[config.mk]
export PLATFORM = sky130hd
export DESIGN_NAME = uart_config_initiator
export DESIGN_NICKNAME = d
export VERILOG_FILES = /design/src/rtl/uart_config_initiator.sv
export SDC_FILE = /design/constraint.sdc
export NUM_CORES = 1
export LEC_CHECK = 0
export ABC_AREA = 1
export CORE_UTILIZATION = 50
export DETAILED_ROUTE_END_ITERATION = 10
export GPL_TIMING_DRIVEN = 0
export PLACE_DENSITY = 0.75
export SLEW_MARGIN = 10
export SYNTH_ARGS = -nofsm -noshare
export SYNTH_HDL_FRONTEND = slang
export SYNTH_SLANG_ARGS = --single-unit
[constraint.sdc]
create_clock -name clk_i -period 2.55 [get_ports clk_i]
set_clock_uncertainty 0.05 [all_clocks]
set_input_delay 0.255 -clock clk_i [delete_from_list [all_inputs] [get_ports clk_i]]
set_output_delay 0.255 -clock clk_i [all_outputs]
set_load 0.005 [all_outputs]
[src/rtl/uart_config_initiator.sv]
// Master-side UART configuration sequencer: holds TX low for the init interval, waits for the
// slave's 8'hFF, then sends width/stop/parity packets and END_CONFIGURATION, each acknowledged.
module uart_config_initiator #(
    parameter int INIT_CYCLES    = 1_000_000,
    parameter int TIMEOUT_CYCLES = 5_000_000
) (
    input  logic       clk_i,
    input  logic       rst_i,
    input  logic       cfg_req_i,
    input  logic [1:0] cfg_data_width_i,
    input  logic [1:0] cfg_stop_bits_i,
    input  logic [1:0] cfg_parity_i,
    output logic       tx_force_low_o,
    output logic       tx_start_o,
    output logic [7:0] tx_data_o,
    input  logic       tx_done_i,
    input  logic [7:0] rx_data_i,
    input  logic       rx_valid_i,
    output logic       busy_o,
    output logic       done_o,
    output logic       error_o,
    output logic [1:0] err_code_o,
    output logic [5:0] cfg_o
);

    localparam int MAX_CYCLES = (INIT_CYCLES > TIMEOUT_CYCLES) ? INIT_CYCLES : TIMEOUT_CYCLES;
    localparam int CW         = $clog2(MAX_CYCLES + 1);

    localparam logic [CW-1:0] INIT_LAST    = CW'(INIT_CYCLES - 1);
    localparam logic [CW-1:0] TIMEOUT_LAST = CW'(TIMEOUT_CYCLES - 1);
    localparam logic [CW-1:0] CNT_MAX      = CW'(MAX_CYCLES);

    localparam logic [1:0] ERR_TIMEOUT = 2'b01;
    localparam logic [1:0] ERR_BADACK  = 2'b10;
    localparam logic [1:0] ERR_ILLEGAL = 2'b11;
    localparam logic [7:0] ACK_BYTE    = 8'hFF;

    typedef enum logic [2:0] {
        IDLE,
        INIT_LOW,
        WAIT_INIT_ACK,
        SEND_PKT,
        WAIT_TX,
        WAIT_ACK,
        ERROR,
        DONE
    } state_t;

    state_t        state, state_next;
    logic [CW-1:0] cnt;
    logic [1:0]    pkt_idx, pkt_idx_next;
    logic [1:0]    req_width, req_stop, req_parity;
    logic [1:0]    err_code_next;
    logic [7:0]    tx_data_next;
    logic          latch_req;

    function automatic logic [7:0] pkt_byte(input logic [1:0] idx, input logic [1:0] width,
                                            input logic [1:0] stop, input logic [1:0] parity);
        logic [7:0] b;
        case (idx)
            2'd0:    b = {4'h0, width,  2'b01};
            2'd1:    b = {4'h0, stop,   2'b10};
            2'd2:    b = {4'h0, parity, 2'b11};
            default: b = 8'h00;
        endcase
        return b;
    endfunction

    always_comb begin
        state_next    = state;
        pkt_idx_next  = pkt_idx;
        err_code_next = err_code_o;
        tx_data_next  = tx_data_o;
        latch_req     = 1'b0;

        case (state)
            IDLE: begin
                if (cfg_req_i) begin
                    if (cfg_stop_bits_i == 2'b10) begin
                        state_next    = ERROR;
                        err_code_next = ERR_ILLEGAL;
                    end else begin
                        latch_req     = 1'b1;
                        err_code_next = 2'b00;
                        state_next    = INIT_LOW;
                    end
                end
            end
            INIT_LOW: begin
                if (cnt == INIT_LAST) state_next = WAIT_INIT_ACK;
            end
            // An acknowledgment on the final counter cycle takes priority over the timeout.
            WAIT_INIT_ACK: begin
                if (rx_valid_i) begin
                    if (rx_data_i == ACK_BYTE) begin
                        state_next   = SEND_PKT;
                        pkt_idx_next = 2'd0;
                    end else begin
                        state_next    = ERROR;
                        err_code_next = ERR_BADACK;
                    end
                end else if (cnt == TIMEOUT_LAST) begin
                    state_next    = ERROR;
                    err_code_next = ERR_TIMEOUT;
                end
            end
            SEND_PKT: state_next = WAIT_TX;
            WAIT_TX: begin
                if (tx_done_i) state_next = WAIT_ACK;
            end
            WAIT_ACK: begin
                if (rx_valid_i) begin
                    if (rx_data_i != ACK_BYTE) begin
                        state_next    = ERROR;
                        err_code_next = ERR_BADACK;
                    end else if (pkt_idx == 2'd3) begin
                        state_next = DONE;
                    end else begin
                        state_next   = SEND_PKT;
                        pkt_idx_next = pkt_idx + 2'd1;
                    end
                end else if (cnt == TIMEOUT_LAST) begin
                    state_next    = ERROR;
                    err_code_next = ERR_TIMEOUT;
                end
            end
            ERROR:   state_next = IDLE;
            DONE:    state_next = IDLE;
            default: state_next = IDLE;
        endcase

        if (state_next == SEND_PKT)
            tx_data_next = pkt_byte(pkt_idx_next, req_width, req_stop, req_parity);
    end

    // Counter restarts on every state change and saturates so it can never wrap.
    always_ff @(posedge clk_i) begin
        if (rst_i) begin
            state      <= IDLE;
            cnt        <= '0;
            pkt_idx    <= 2'd0;
            req_width  <= 2'b00;
            req_stop   <= 2'b00;
            req_parity <= 2'b00;
            err_code_o <= 2'b00;
            tx_data_o  <= 8'h00;
            cfg_o      <= 6'b11_11_01;
        end else begin
            state      <= state_next;
            pkt_idx    <= pkt_idx_next;
            err_code_o <= err_code_next;
            tx_data_o  <= tx_data_next;
            if (state_next != state)
                cnt <= '0;
            else if (cnt != CNT_MAX)
                cnt <= cnt + 1'b1;
            if (latch_req) begin
                req_width  <= cfg_data_width_i;
                req_stop   <= cfg_stop_bits_i;
                req_parity <= cfg_parity_i;
            end
            if (state_next == DONE)
                cfg_o <= {req_width, req_stop, req_parity};
        end
    end

    assign tx_force_low_o = (state == INIT_LOW);
    assign tx_start_o     = (state == SEND_PKT);
    assign busy_o         = (state == INIT_LOW) || (state == WAIT_INIT_ACK) || (state == SEND_PKT)
                         || (state == WAIT_TX) || (state == WAIT_ACK);
    assign done_o         = (state == DONE);
    assign error_o        = (state == ERROR);

endmodule
### Yosys cells after proc, flatten, opt, wreduce, memory -nomap -nowiden

Cells that the tools add are included.

* register bits: 50
* input port bits: 19
* output and inout port bits: 21
* word-level logic and storage cells: 72

* add/sub/neg operators: 2
* equality and inequality tests: 22
* mux-type cells: 29
* reduce and logical (&&, ||, !) cells: 10

Operator list (number)
* $mux W3: 10
* $mux W2: 12
* $add A23 B1 Y23 const B: 1
* $eq A23 B20 Y1 const B: 1
* $eq A23 B23 Y1 const B: 1
* $ne A23 B23 Y1 const B: 1
* $pmux W3 S7: 1
* $eq A3 B3 Y1 const B: 5
* $pmux W4 S3: 1
* $eq A3 B2 Y1 const B: 3
* $eq A8 B8 Y1 const B: 1
* $ne A8 B8 Y1 const B: 1
* $eq A2 B2 Y1 const B: 3
* $ne A3 B3 Y1 const B: 2
* $pmux W2 S3: 1
* $logic_or A1 B1 Y1: 4
* $pmux W2 S2: 1
* $reduce_and A4 Y1: 1
* $reduce_or A2 Y1: 2
* $eq A3 B1 Y1 const B: 1
* $logic_not A3 Y1: 1
* $mux W1: 3
* $ne A3 B3 Y1: 1
* $reduce_bool A3 Y1: 1
* other kinds (4): 4

### Depth between registers and ports, before layout

* depth in word-level cells: 7
* depth in mapped cells: 14
* gate-level depth less buffers: 13

### Least setup slack after synthesis

No wires, ideal clock.

* path kind: register -> register
* start: register state[2]
* end: register tx_data_o[2]
* library setup time: 117 ps
* arrival: 1719 ps
* data required time: 2383 ps
* path slack: 664 ps
* stages on the path, launching flop included: 14
* path buffers: 1
* path through: dfxtp_1 clkbuf_8 nand3_1 inv_2 nor2_4 nor2_4 nand2_1 a22oi_1 inv_1 ha_1 nand2_1 nand3_1 a21oi_1 nor2_1

* word-level cells in the longest chain between the ends: 4
* elaborated cells on any way between the ends: 22
* those cells by class: eq/ne: 10; mux: 9; reduce/logical: 3

RTL lines
* start: declaration: line 49 `state_t state, state_next;`
* start signal: assignment: line 149 `state <= state_next;`
* $eq A3 B3 Y1 or $eq A3 B2 Y1 (tied branches): line 76 `case (state)`
* $pmux W2 S2 (*): line 76
* net pkt_idx_next[1]: line 51 `logic [1:0] pkt_idx, pkt_idx_next;`
* $eq A2 B2 Y1, or another cell as far along: line 60 `case (idx)`
* $pmux W4 S3 (*): line 60
* end signal: assignment: line 152 `tx_data_o <= tx_data_next;`
* end: declaration: line 15 `output logic [7:0] tx_data_o,`

Mark *: on every way through the listed nets, which the timed path passes. The rest lies on a longest branch.
A chain may end at the register's enable or synchronous reset.

### Worst setup path after layout

* start: input rx_valid_i
* end: register tx_data_o[2]

* word-level cells in the longest chain between the ends: 4
* elaborated cells on any way between the ends: 11
* those cells by class: eq/ne: 3; mux: 7; reduce/logical: 1

RTL lines
* start: declaration: line 18 `input logic rx_valid_i,`
* $mux W2 (on tied branches): line 112, 94
* $pmux W2 S2 (*): line 76
* net pkt_idx_next[1]: line 51
* $eq A2 B2 Y1, or another cell as far along: line 60
* $pmux W4 S3 (*): line 60

Marks and branches as above.

==> flow_metrics.py <==
metrics = {
    "yosys": {
        "syn_area_um2": 2590,
        "yosysWarnings": 0,
        "syn_inst": 372,
        "synth_top_area_frac": 0.355,
        "ys.flop_type": "dfxtp_1",
        "synth-edff-count": 0,
        "postSynthAreaPerCell_um2": 6.97,
        "yosysMostFrequentCell": "nand2_1",
        "synth_async_sr_flop_share": 0,
        "yosysSeqAreaShare": 0.355,
        "synth-seq-cells": 46,
        "synth_common_cells": "71 x nand2_1, 56 x nor2_1, 47 x inv_1",
        "synth.largest_area_cell": "dfxtp_1",
        "synth_cell_types": 31,
        "synth_area_leaders": "dfxtp_1 36%, nand2_1 10%, nor2_1 8.1%, inv_1 6.8%, nor2_2 6.5%",
    },
    "route": {
        "first_iter_violations": 112,
        "wl_per_cell_um": 10.6,
        "postRouteAntennaNets": 0,
        "vias": 2328,
        "drt_wl_total_mm": 5.16,
        "via_per_inst": 4.80,
        "dr.pass1.iters": 4,
        "drcViolationCount": 0,
    },
    "global_route": {
        "grt_pass1_vias": 2258,
        "overflow": 0,
        "grt_max_degree": 17,
        "antenna_found_initial": 0,
        "grt_pass1_wl_mm": 9.07,
        "grt_usage": 0.212,
    },
    "outcome": {
        "status": "finished, final reports clean",
    },
    "timing": {
        "fin_hold_ws_ns": 0.430,
        "setup_viol_count_final": 0,
        "tightestPinTransition_ns": 0.500,
        "timing.setup.tns_ns": 0,
        "hold_viol": 0,
        "layout_setup_ws_ns": 0.282,
        "period_needed_ns": 2.27,
        "period_share": 0.889,
        "maxSlewViolCount": 0,
        "fmax_ghz": 0.441,
        "rsz0062_at_grt": "no",
        "slew_headroom": 0.664,
    },
    "final_layout": {
        "fillers": 442,
        "antennaDiodeCount": 0,
        "finalNetCount": 442,
        "drive_gt1_frac": 0.144,
        "syn_to_final_growth_pct": 20.8,
        "final_util": 0.646,
        "regArea_um2": 921,
        "multiInputGateArea_um2": 1410,
    },
    "worst_setup_path": {
        "worst_ep_required_time_ns": 2.70,
        "end_kind": "flop",
        "arrival_ns": 2.42,
        "reg2reg_depth": 13,
        "crit_fanout": 8,
        "crit_path_start_kind": "primary input",
        "crit_type": "in -> reg",
    },
    "floorplan": {
        "die_area_um2": 5480,
        "fp.dieH_um": 74.0,
        "die_w_um": 74.0,
        "initial_core_util": 0.535,
        "core_um2": 4850,
        "num_rows": 25,
        "io_pins": 40,
    },
    "clocking": {
        "clock_latency_ns": 0.30,
        "cts_buffers": 5,
        "cts-root-buf": "clkbuf_8",
        "postCtsHoldBufs": 0,
        "cts.clk_slew.worst_paths_ns": 0.10,
        "htree_levels": 2,
        "ctsLongestPathBuffers": 2,
        "cts.sinks": 46,
        "cts_setup_buffers": 0,
        "cts_tree": "done",
        "cts.repair.resized": 0,
    },
    "pwr": {
        "irDropWorstVdd_mv": 0.363,
        "powerDensity_nw_per_um2": 691,
        "power_mw": 2.17,
        "power_leakage_nw": 1.21,
    },
    "placement": {
        "routabilityCongestion": 0.872,
        "port_buffers": 35,
        "place_ws_ns": -0.0271,
        "dp_hpwl_mm": 4.07,
    },
    "min_path": {
        "hold_path_depth": 2,
        "hp-class": "reg -> reg",
    },
    "flow_run": {
        "cap_violations": 0,
    },
}
## metrics by stage
stage	cell area, um2	instances
floorplan	2600	375
global placement	3040	477
detailed placement	3040	477
CTS	3130	485
global route	3130	485
finish	3130	485
## final timing paths
kind | startpoint | end | slack, ns
worst max-delay path | rx_valid_i | tx_data_o[2] | 0.28
worst min-delay path | cfg_o[0] | cfg_o[0] | 0.43
worst max register to register | state[0] | tx_data_o[2] | 0.28
worst min register to register | cfg_o[0] | cfg_o[0] | 0.43
## layout make-up
class	instances	area share
Sequential cell	46	0.294
Clock inverter	3	0.00799
Buffer	9	0.0236
Tap cell	67	0.0268
Clock buffer	5	0.0220
Timing Repair Buffer	35	0.112
Multi-Input combinational cell	268	0.451
Inverter	52	0.0623
## report_power, final
group / leakage [nW] / switching (mW) / total (mW) / internal, mW
clock: 0.0447 / 0.268 / 0.466 / 0.198
sequential: 0.373 / 0.0584 / 0.847 / 0.788
combinational: 0.792 / 0.512 / 0.853 / 0.341
total: 1.21 / 0.838 / 2.17 / 1.33
## critical path, cell delays in order
cell and delay (ns):
clkdlybuf4s50_1 0.58, nand2_1 0.07, inv_1 0.07, nand3_2 0.11
nor2_4 0.23, nand2_1 0.08, a22oi_1 0.28, inv_1 0.14
ha_1 0.22, nand2_1 0.07, nand3_1 0.08, a21oi_1 0.18
nor2_1 0.05
## placed cells by master, fill, tap and decap left out
cell type / n
nand3b_1: 1
nor3_2: 3
clkinv_4: 1
clkinv_1: 1
nor2_4: 2
clkinvlp_4: 1
nand3_2: 4
clkdlybuf4s50_1: 35
nor2_2: 27
nand2_2: 5
buf_4: 4
nor2_1: 56
a22oi_1: 1
o21ai_0: 13
nor3_1: 10
dfxtp_1: 46
a21oi_1: 7
o211ai_1: 1
buf_6: 2
nand3_1: 25
inv_2: 4
clkbuf_1: 2
a221oi_1: 1
nand2_1: 71
nand4_1: 5
a211oi_1: 1
nor4_1: 3
o21a_1: 2
conb_1: 4
inv_6: 1
ha_1: 6
xnor2_1: 3
xor2_1: 17
clkbuf_8: 6
inv_1: 47
## flip-flops by register name (all words and copies together) (netlist names)
register / flops
cfg_o: 6
state: 3
pkt_idx: 2
cnt: 23
req_parity: 2
req_stop: 2
err_code_o: 2
tx_data_o: 4
req_width: 2
## metal layers
| layer | global-route usage | vias up | share of wire |
|---|---|---|---|
| li1 | - | 1238 | - |
| met1 | 0.242 | 1031 | 0.45 |
| met2 | 0.387 | 51 | 0.49 |
| met3 | 0.0447 | 8 | 0.042 |
| met4 | 0.0791 | 0 | 0.016 |
| met5 | 0 | - | 0 |
## kinds of logic after synthesis
logic type / count (synthesis) / share of synthesized area
and+or+nand+nor: 212 / 0.387
buffers and inverters: 61 / 0.104
DFF: 46 / 0.355
AOI/OAI and AO/OA: 26 / 0.0565
xor gates and xnor gates: 20 / 0.0676
adders and majority gates: 6 / 0.0290
other: 1 / 0.00145
Note: power is estimated with default switching activity, not from simulation.
